## src/rtl/dot_product_st.sv

```systemverilog
// dot_product_st: streaming fixed-point dot product for one classifier neuron.
//
// After GlobalReset is released, PIXEL_N pixel/weight pairs are consumed over the
// following cycles. Each beat is held for BUS_WIDTH cycles. In sub-cycle k of a beat,
// lane j takes slot k*PARALLEL+j. Each lane multiplies and accumulates its pairs. The
// lane sums are then reduced by a pipelined adder tree. The result goes through a
// shift-and-saturate output stage and is held on value until the next reset.
//
// Ports:
//   clk         - rising-edge clock
//   GlobalReset - asynchronous active-low reset
//   Pixels      - BUS_WIDTH*PARALLEL unsigned pixel slots, PIXEL_SIZE bits each
//   Weights     - BUS_WIDTH*PARALLEL signed Q2.16 weight slots, WEIGHT_SIZE bits each
//   done        - (only with DOT_PRODUCT_DONE_EN) sticky flag, set with the result
//   value       - saturated signed Q7.18 result
//
// Optional feature macro: DOT_PRODUCT_DONE_EN adds the done output.

module dot_product_st #(
    parameter int unsigned PIXEL_N     = 10,
    parameter int unsigned WEIGHT_SIZE = 19,
    parameter int unsigned PIXEL_SIZE  = 10,
    parameter int unsigned FPM_DELAY   = 6,
    parameter int unsigned FPA_DELAY   = 2,
    parameter int unsigned PARALLEL    = 1,
    parameter int unsigned BUS_WIDTH   = 1,
    parameter int unsigned VAL_SIZE    = 26
) (
    input  logic                                     clk,
    input  logic                                     GlobalReset,
    input  logic [BUS_WIDTH*PARALLEL*PIXEL_SIZE-1:0]  Pixels,
    input  logic [BUS_WIDTH*PARALLEL*WEIGHT_SIZE-1:0] Weights,
`ifdef DOT_PRODUCT_DONE_EN
    output logic                                     done,
`endif
    output logic [VAL_SIZE-1:0]                      value
);

    localparam int unsigned NumSlots = BUS_WIDTH * PARALLEL;
    localparam int unsigned NumBeats = (PIXEL_N + NumSlots - 1) / NumSlots;
    localparam int unsigned NumCyc   = NumBeats * BUS_WIDTH;
    localparam int unsigned CycW     = $clog2(NumCyc + 1);
    localparam int unsigned SubW     = (BUS_WIDTH > 1) ? $clog2(BUS_WIDTH) : 1;
    localparam int unsigned ProdW    = PIXEL_SIZE + WEIGHT_SIZE + 1;
    localparam int unsigned AccW     = ProdW + $clog2(PIXEL_N) + 1;
    localparam int unsigned Levels   = $clog2(PARALLEL);
    localparam int unsigned NumLeaf  = 1 << Levels;
    localparam int unsigned TreeW    = AccW + Levels;
    localparam int unsigned ShW      = TreeW + 2;
    localparam int unsigned OutRegs  = FPA_DELAY * (Levels + 1);

    // Lane j is fed element cyc*PARALLEL+j. This returns the first cycle at which
    // lane j has no element left.
    function automatic int unsigned lane_cyc(int unsigned lane);
        if (PIXEL_N > lane) begin
            return (PIXEL_N - lane + PARALLEL - 1) / PARALLEL;
        end
        return 0;
    endfunction

    // ---------------------------------------------------------------- stream counters
    logic [CycW-1:0] cyc_q;
    logic [SubW-1:0] sub_q;
    logic            in_last;

    always_ff @(posedge clk or negedge GlobalReset) begin
        if (!GlobalReset) begin
            cyc_q <= '0;
            sub_q <= '0;
        end else begin
            // Saturates at NumCyc so the stream, and the last flag, happen exactly once.
            if (cyc_q < CycW'(NumCyc)) begin
                cyc_q <= cyc_q + CycW'(1);
            end
            if (sub_q == SubW'(BUS_WIDTH - 1)) begin
                sub_q <= '0;
            end else begin
                sub_q <= sub_q + SubW'(1);
            end
        end
    end

    assign in_last = (cyc_q == CycW'(NumCyc - 1));

    // ---------------------------------------------------------------- slot selection
    logic [PIXEL_SIZE-1:0]  pix_sel [PARALLEL];
    logic [WEIGHT_SIZE-1:0] wgt_sel [PARALLEL];

    always_comb begin
        for (int j = 0; j < PARALLEL; j++) begin
            pix_sel[j] = '0;
            wgt_sel[j] = '0;
            for (int k = 0; k < BUS_WIDTH; k++) begin
                if (sub_q == SubW'(k)) begin
                    pix_sel[j] = Pixels[(k*PARALLEL+j)*PIXEL_SIZE +: PIXEL_SIZE];
                    wgt_sel[j] = Weights[(k*PARALLEL+j)*WEIGHT_SIZE +: WEIGHT_SIZE];
                end
            end
            // A zeroed pixel makes padding slots and post-stream input contribute 0.
            if (cyc_q >= CycW'(lane_cyc(j))) begin
                pix_sel[j] = '0;
            end
        end
    end

    // ---------------------------------------------------------------- multiplier pipeline
    logic signed [ProdW-1:0] prod_d [PARALLEL];
    logic signed [ProdW-1:0] mul_q  [PARALLEL][FPM_DELAY];
    logic [FPM_DELAY-1:0]    mlast_q;

    always_comb begin
        for (int j = 0; j < PARALLEL; j++) begin
            // The pixel is zero-extended and the weight sign-extended, both to the full
            // product width.
            prod_d[j] = $signed({{(WEIGHT_SIZE + 1){1'b0}}, pix_sel[j]})
                      * $signed({{(PIXEL_SIZE + 1){wgt_sel[j][WEIGHT_SIZE-1]}}, wgt_sel[j]});
        end
    end

    always_ff @(posedge clk or negedge GlobalReset) begin
        if (!GlobalReset) begin
            for (int j = 0; j < PARALLEL; j++) begin
                for (int d = 0; d < FPM_DELAY; d++) begin
                    mul_q[j][d] <= '0;
                end
            end
            mlast_q <= '0;
        end else begin
            for (int j = 0; j < PARALLEL; j++) begin
                mul_q[j][0] <= prod_d[j];
                for (int d = 1; d < FPM_DELAY; d++) begin
                    mul_q[j][d] <= mul_q[j][d-1];
                end
            end
            mlast_q[0] <= in_last;
            for (int d = 1; d < FPM_DELAY; d++) begin
                mlast_q[d] <= mlast_q[d-1];
            end
        end
    end

    // ---------------------------------------------------------------- lane accumulators
    logic signed [AccW-1:0] acc_q [PARALLEL];
    // chain_q carries the single "final sum ready" token. Bit r enables load of
    // reduction/output register r, so these registers stay at 0 until the token passes.
    logic [OutRegs-1:0]     chain_q;

    always_ff @(posedge clk or negedge GlobalReset) begin
        if (!GlobalReset) begin
            for (int j = 0; j < PARALLEL; j++) begin
                acc_q[j] <= '0;
            end
            chain_q <= '0;
        end else begin
            for (int j = 0; j < PARALLEL; j++) begin
                acc_q[j] <= acc_q[j] + AccW'(mul_q[j][FPM_DELAY-1]);
            end
            chain_q[0] <= mlast_q[FPM_DELAY-1];
            for (int r = 1; r < OutRegs; r++) begin
                chain_q[r] <= chain_q[r-1];
            end
        end
    end

    // ---------------------------------------------------------------- adder tree
    logic signed [TreeW-1:0] lvl_out [Levels+1][NumLeaf];

    for (genvar n = 0; n < NumLeaf; n++) begin : g_leaf
        if (n < PARALLEL) begin : g_lane
            assign lvl_out[0][n] = TreeW'(acc_q[n]);
        end else begin : g_pad
            assign lvl_out[0][n] = '0;
        end
    end

    for (genvar l = 1; l <= Levels; l++) begin : g_lvl
        for (genvar n = 0; n < NumLeaf; n++) begin : g_node
            if (n < (NumLeaf >> l)) begin : g_add
                logic signed [TreeW-1:0] node_q [FPA_DELAY];

                always_ff @(posedge clk or negedge GlobalReset) begin
                    if (!GlobalReset) begin
                        for (int d = 0; d < FPA_DELAY; d++) begin
                            node_q[d] <= '0;
                        end
                    end else begin
                        if (chain_q[(l-1)*FPA_DELAY]) begin
                            node_q[0] <= lvl_out[l-1][2*n] + lvl_out[l-1][2*n+1];
                        end
                        for (int d = 1; d < FPA_DELAY; d++) begin
                            if (chain_q[(l-1)*FPA_DELAY+d]) begin
                                node_q[d] <= node_q[d-1];
                            end
                        end
                    end
                end

                assign lvl_out[l][n] = node_q[FPA_DELAY-1];
            end else begin : g_unused
                assign lvl_out[l][n] = '0;
            end
        end
    end

    // ---------------------------------------------------------------- output stage
    logic [ShW-1:0]      shifted;
    logic                fits;
    logic [VAL_SIZE-1:0] sat_d;
    logic [VAL_SIZE-1:0] out_q [FPA_DELAY];

    always_comb begin
        // Q.16 to Q.18 conversion, then clamp to the signed VAL_SIZE range.
        shifted = {lvl_out[Levels][0], 2'b00};
        fits    = (&shifted[ShW-1:VAL_SIZE-1]) | ~(|shifted[ShW-1:VAL_SIZE-1]);
        if (fits) begin
            sat_d = shifted[VAL_SIZE-1:0];
        end else if (shifted[ShW-1]) begin
            sat_d = {1'b1, {(VAL_SIZE - 1){1'b0}}};
        end else begin
            sat_d = {1'b0, {(VAL_SIZE - 1){1'b1}}};
        end
    end

    always_ff @(posedge clk or negedge GlobalReset) begin
        if (!GlobalReset) begin
            for (int d = 0; d < FPA_DELAY; d++) begin
                out_q[d] <= '0;
            end
        end else begin
            if (chain_q[Levels*FPA_DELAY]) begin
                out_q[0] <= sat_d;
            end
            for (int d = 1; d < FPA_DELAY; d++) begin
                if (chain_q[Levels*FPA_DELAY+d]) begin
                    out_q[d] <= out_q[d-1];
                end
            end
        end
    end

    assign value = out_q[FPA_DELAY-1];

`ifdef DOT_PRODUCT_DONE_EN
    logic done_q;

    always_ff @(posedge clk or negedge GlobalReset) begin
        if (!GlobalReset) begin
            done_q <= 1'b0;
        end else begin
            // Set on the same edge that loads the final value register.
            done_q <= done_q | chain_q[OutRegs-1];
        end
    end

    assign done = done_q;
`endif

endmodule

```

## config.mk

```make
export PLATFORM = sky130hd
export DESIGN_NAME = dot_product_st
export DESIGN_NICKNAME = d
export VERILOG_FILES = /design/src/rtl/dot_product_st.sv
export SDC_FILE = /design/constraint.sdc
export NUM_CORES = 1
export LEC_CHECK = 0
export CORE_MARGIN = 2
export CORE_UTILIZATION = 56
export DETAILED_ROUTE_END_ITERATION = 12
export HOLD_SLACK_MARGIN = 0.03
export PLACE_DENSITY = 0.74
export REMOVE_ABC_BUFFERS = 1
export SLEW_MARGIN = 20
export SYNTH_ARGS = -nofsm -noshare
export SYNTH_HDL_FRONTEND = slang
export SYNTH_SLANG_ARGS = --single-unit
```

## constraint.sdc

```tcl
create_clock -name clk -period 12.6 [get_ports clk]
set_input_delay 1.26 -clock clk [delete_from_list [all_inputs] [get_ports clk]]
set_output_delay 1.26 -clock clk [all_outputs]
set_load 0.02 [all_outputs]
```

==> impl_results.md, run 1 <==
* Hold WS at about 0.34 ns
* GPL Wtd Cong at 0.848
* Pin count of the biggest net entering global routing at between 100 and 150
* RSZ-0062 raised after global routing: false
* GR Util All Layers at 19.7%
* Number of global-route vias before repair at 11.0k
* Final Critical Period at 7.27 ns
* Synth Flop Type: dfrtp_1
* Detailed Route WL at around 30000 um
* Slew Limit Fails at 0
* FP Rows at 63
* Clk_skew at 0.0117 ns
* FMAX at 0.138 GHz
* Worst Max-Slew Pin Slew at 0.948 ns
* WHS Endpoint: mul_q[62]$_DFF_PN0_
* Startpoint Class: register
* Worst Hold Depth at 0
* Initial core utilization at 57.1%
* Mean Syn Cell Area at roughly 11 um2
* Static Leak at 0.00979 uW
* Drt first pass iters at 5
* Reg2Reg Setup Slack at 5.33 ns
* Clk buf depth at 3
* Crit Path Category: register to register
* DR vias/cell at 5.41
* Share of the synthesized area in the top cell type at between 40% and 50%
* I/O Buffers at 56
* Sink Count at 277
* Per-cell routed wire length at 15.1 um
* Core Footprint at 29800 um2
* First-pass GRT wire length at about 50000 um
* Yosys warns at 0
* Top post-synthesis cells by count: dfrtp_1 (277), inv_1 (246), fa_1 (170)
* Clock transition at path regs at about 0.06 ns
* # IOs at 57
* Part of the cycle the worst path needs at 57.7%
* Worst Hold Class: register to register
* Clock Latency Late Sink at 0.51 ns
* Setup TNS after final layout at 0 ns
* Ant diodes at 0
* MaxCap Viol Count at 0
* Chip width at 178 um
* GR Overflow Total at 0
* Max IR drop VDD at 82.0 uV
* Via count at 10.6k
* Nets at 1861
* Worst path required time at 13.02 ns
* Total setup buffers inserted after CTS at 0
* Main area contributors after synthesis: dfrtp_1 (41%), fa_1 (20%), ha_1 (7.6%)
* Final Setup Violations at 0
* Layout area overhead at 8.54%
* Pwr Density at 126 nW/um2
* Die height at 178 um
* Detail Placement HPWL at 22300 um
* Critical path peak fanout at 94
* Status: completed
* Sequential fraction of the synthesis area at 40.8%
* Core Util, Final at 62.0%
* PostCTS Resize Cnt at 0
* Post-route setup slack at 5.33 ns
* Netlist cell types at 69
* Die ar. at 31800 um2
* Max-slew headroom at 36.8%
* Initial antenna violation count at 0
* Fraction of layout instances using a drive strength above 1 at between 5 and 6%
* Total power at 2320 uW
* CTS tree: yes
* H-tree depth at 1
* CTS Root Cell: clkbuf_16
* Most numerous cell in the Yosys netlist: dfrtp_1
* Final hold viol count at 0
* Area of the mapped netlist at ~17000 um2
* Worst r2r path cells at 22
* # hold bufs at CTS at 0
* Reg-to-Reg End: mul_q[176]$_DFF_PN0_
* Top cell type by total area after synthesis: dfrtp_1
* CTS buffer count at 25
* Post-Syn Instances at 1555
* Post-synth EDFFs at 0
* Pre-CTS WS at 5.17 ns
* Crit end category: register
* Post-DRT Antenna Nets at 0
* Hold_sp: mul_q[92]$_DFF_PN0_
* Seq cells post-synth at 277
* Residual DRC count at 0
* Initial DRC count at 659
* Ys async rst share at 100%
* Crit path DAT at 7.70 ns
* Reg2reg start: cyc_q[1]$_DFFE_PN0N_
## cell usage in the layout, fill, tap and decap left out, types with 41 or more instances in the layout
master / count
dfrtp_1: 277
inv_1: 246
fa_1: 170
nand2_1: 132
ha_1: 104
a21oi_1: 95
and3_1: 93
nor2_1: 56
clkdlybuf4s50_1: 55
xnor2_1: 41
## routing by layer
layer  GRT usage [%]  vias to the layer above  routed length, um
met1            27.0                     5256              13100
met2            33.1                      308              14000
met4            6.17                        0                736
li1                -                     4984                  -
met3            2.37                       52               1650
met5               0                        -                  0
## stage by stage
| stage | instance area, um2 | instances |
|---|---|---|
| 5_1_grt | 18500 | 1960 |
| 6_report | 18500 | 1960 |
| 2_1_floorplan | 16600 | 1466 |
| 3_3_place_gp | 17700 | 1918 |
| 3_5_place_dp | 17700 | 1918 |
| 4_1_cts | 18400 | 1959 |
## report_power, final
| part | internal (uW) | total [uW] | switching [uW] |
|---|---|---|---|
| Sequential | 1030 | 1120 | 91.5 |
| Clock | 386 | 680 | 294 |
| Combinational | 237 | 521 | 284 |
| Total | 1650 | 2320 | 669 |
## critical path: stages (launching register included)
cell and delay (ns):
dfrtp_1 0.47, ha_1 0.25, o31ai_4 0.17, buf_4 0.57, and2_1 0.67, nand2_1 0.18, fa_1 0.53, fa_1 0.53
inv_1 0.06, fa_1 0.49, fa_1 0.49, inv_1 0.05, fa_1 0.47, inv_1 0.04, ha_1 0.33, a21oi_1 0.18
nor2b_1 0.07, a311oi_1 0.35, o21bai_1 0.17, a21oi_1 0.31, nor3_1 0.15, o41ai_1 0.45, xnor2_1 0.17
## cell type report
cell class,count,area (um2)
Tap cell,390,488
Inverter,246,923
Clock buffer,32,692
Clock inverter,9,56.3
Sequential cell,277,6930
Fill cell,2344,11300
Multi-Input combinational cell,943,8730
Timing Repair Buffer,63,638
## kinds of logic after synthesis
group                    Yosys count  share of synthesized area [%]
flip-flops                       277                           40.8
multiplexers                      30                           1.96
buffers and inverters            335                           8.02
AND/OR/NAND/NOR                  364                           10.6
adder cells (fa/ha/maj)          274                           27.7
XOR/XNOR                          56                           2.88
AO/OA/AOI/OAI                    219                           8.13
## worst max-delay path by stage
stage                                end  slack (ns)                 start
floorplan           mul_q[176]$_DFF_PN0_        3.32  cyc_q[0]$_DFFE_PN0N_
finish              mul_q[176]$_DFF_PN0_        5.33  cyc_q[1]$_DFFE_PN0N_
detailed placement  mul_q[176]$_DFF_PN0_        5.17             Pixels[2]
CTS                 mul_q[176]$_DFF_PN0_        5.35  cyc_q[1]$_DFFE_PN0N_
global route        mul_q[176]$_DFF_PN0_        4.80  cyc_q[0]$_DFFE_PN0N_
global placement    mul_q[176]$_DFF_PN0_        5.37             Pixels[2]
## registers in the layout (all words and copies together) (netlist names)
register and flops:
mul_q 180, acc_q 35, out_q 25, value 25
mlast_q 6, cyc_q 4, chain_q 2
(Power assumes the default switching activity.)
==> run 2: changes to the inputs <==
- PLACE_DENSITY: 0.74 -> 0.77
- clock period: 12.6 -> 6.13 ns (I/O delays scaled with it)
==> run 2 against run 1 <==
Worst hold slack lost 0.30 ns. Non-clock buffer count up 74. Clock power grew 120%. Critical path depth grew 3. Worst setup slack lost 5.2 ns. Largest cell class unchanged. Highest routed layer unchanged.
==> impl_results.md, run 2 (synthesis gave the netlist of run 1 again) <==
* FMAX at ~0.17 GHz
* First-pass GRT wire length at 53200 um
* Status: completed
* Critical path peak fanout at 8
* Worst Hold Class: primary input to asynchronous set/reset pin
* GPL Wtd Cong at around 0.9
* Pwr Density at between 200 and 300 nW/um2
* Worst Max-Slew Pin Slew at 0.966 ns
* Total power at 4890 uW
* Detail Placement HPWL at ~23000 um
* GR Util All Layers at 20.5%
* Max reg flops at 180
* Reg2reg start: cyc_q[1]$_DFFE_PN0N_
* Final Setup Violations at 0
* DR vias/cell at 5.38
* Most frequent cells in the layout: dfrtp_1 (277), inv_1 (241), fa_1 (159)
* Nets at 1934
* Pin count of the biggest net entering global routing at between 200 and 250
* MaxCap Viol Count at 0
* Part of the cycle the worst path needs at between 90% and 100%
* Post-route cell area at 19500 um2
* Slew Limit Fails at 0
* Fill cell count at 2197
* Startpoint Class: register
* Via count at 11.0k
* Clock Latency Late Sink at 0.52 ns
* CTS buffer count at 24
* Static Leak at 0.0102 uW
* Residual DRC count at 0
* Fraction of layout instances using a drive strength above 1 at 13.4%
* Post-DRT Antenna Nets at 0
* Commonest non-fill, non-tap cell in the layout: dfrtp_1
* Detailed Route WL at 31900 um
* Drt first pass iters at 5
* Die ar. at 31800 um2
* I/O Buffers at 56
* Largest regs: mul_q: 180 flops, acc_q: 35 flops
* Die height at 178 um
* Placed inst area at 18200 um2
* Core Footprint at between 20000 and 30000 um2
* CP startpoint: cyc_q[1]$_DFFE_PN0N_
* Clk_skew at between 0.01 and 0.015 ns
* Crit path DAT at 6.37 ns
* Initial DRC count at 651
* H-tree depth at 1
* Clk buf depth at 3
* Max IR drop VDD at roughly 180 uV
* Chip width at ~180 um
* GR Overflow Total at 0
* RSZ-0062 raised after global routing: true
* Final Critical Period at 5.97 ns
* # IOs at 57
* Ant diodes at 0
* Worst path required time at roughly 6.5 ns
* CTS tree: yes
* Number of global-route vias before repair at 11.3k
* Final hold viol count at 0
* Max-slew headroom at 35.6%
* Initial core utilization at 57.1%
* Core Util, Final at 65.5%
* Crit Path Category: register to register
* Reg-to-Reg End: mul_q[176]$_DFF_PN0_
* Post-Place Cells at around 2.0k
* FP Rows at 63
* Clock transition at path regs at 0.06 ns
* Sink Count at between 200 and 300
* Biggest register: mul_q
* Layout area overhead at 14.8%
* CTS Root Cell: clkbuf_16
* Worst r2r path cells at 25
* Per-cell routed wire length at between 15 and 20 um
* Non-filler cells, final at 2037
* Reg2Reg Setup Slack at 0.16 ns
* Crit end category: register
* Setup TNS after final layout at 0 ns
* Initial antenna violation count at 0
-- run 2: layout make-up --
class                      count  area (um2)  share of cell area [%]
tap                          390         488                    2.50
clock inverter                 9         103                   0.525
sequential                   277        6930                    35.5
multi-input combinational    943        9010                    46.2
inverter                     246         923                    4.73
clock buffer                  35         703                    3.60
timing repair buffer         137        1370                    6.99
-- run 2: worst max path at each step --
| stage | to | slack (ns) | cells past startpoint |
|---|---|---|---|
| 3_3_place_gp | mul_q[176]$_DFF_PN0_ | 0.06 | 22 |
| 5_1_grt | mul_q[173]$_DFF_PN0_ | -0.09 | 27 |
| 2_1_floorplan | mul_q[176]$_DFF_PN0_ | -3.15 | 21 |
| 6_report | mul_q[176]$_DFF_PN0_ | 0.16 | 25 |
| 3_5_place_dp | mul_q[167]$_DFF_PN0_ | -0.13 | 20 |
| 4_1_cts | mul_q[173]$_DFF_PN0_ | 0.02 | 25 |
-- run 2: timing repair --
action | CTS | global route
pin swaps | 0 | 47
hold buffers | 0 | 0
endpoints found under the setup margin | 7 | 12
resized for setup | 4 | 76
cloned | 0 | 4
setup buffers | 0 | 18
-- run 2: where the power goes --
part           total [uW]  internal (uW)  switching, uW
combinational        1090            497            594
sequential           2300           2110            188
clock                1510            882            623
-- run 2: metal layers --
metal	routed length, um	share of wire (%)	global-route usage (%)	up-vias
li1	-	-	-	5143
met1	13900	44	27.7	5477
met2	15800	49	35.0	282
met3	1450	4.5	2.66	59
met4	757	2.4	6.00	0
met5	0	0	0	-
-- run 2: critical path, cell delays in order, from the launching register on --
cell	delay [ns]
dfrtp_1	0.41
ha_4	0.18
o31ai_4	0.28
buf_6	0.15
clkbuf_16	0.14
and2_4	0.18
buf_12	0.14
nand2_4	0.05
fa_1	0.50
fa_1	0.49
inv_1	0.05
fa_1	0.45
fa_1	0.50
inv_2	0.04
fa_1	0.48
inv_2	0.05
ha_4	0.25
a21oi_4	0.16
nor2b_2	0.06
a311oi_2	0.29
o21bai_1	0.16
a21oi_1	0.17
buf_4	0.15
nor3_2	0.05
o41ai_2	0.35
xnor2_1	0.11
-- run 2: stage by stage --
stage / hold WS [ns] / worst slack [ns]
global placement: 0.331 / 0.0562
global route: 0.0697 / -0.0862
floorplan: 0.317 / -3.15
CTS: 0.0549 / 0.0165
finish: 0.0404 / 0.155
detailed placement: 0.335 / -0.128
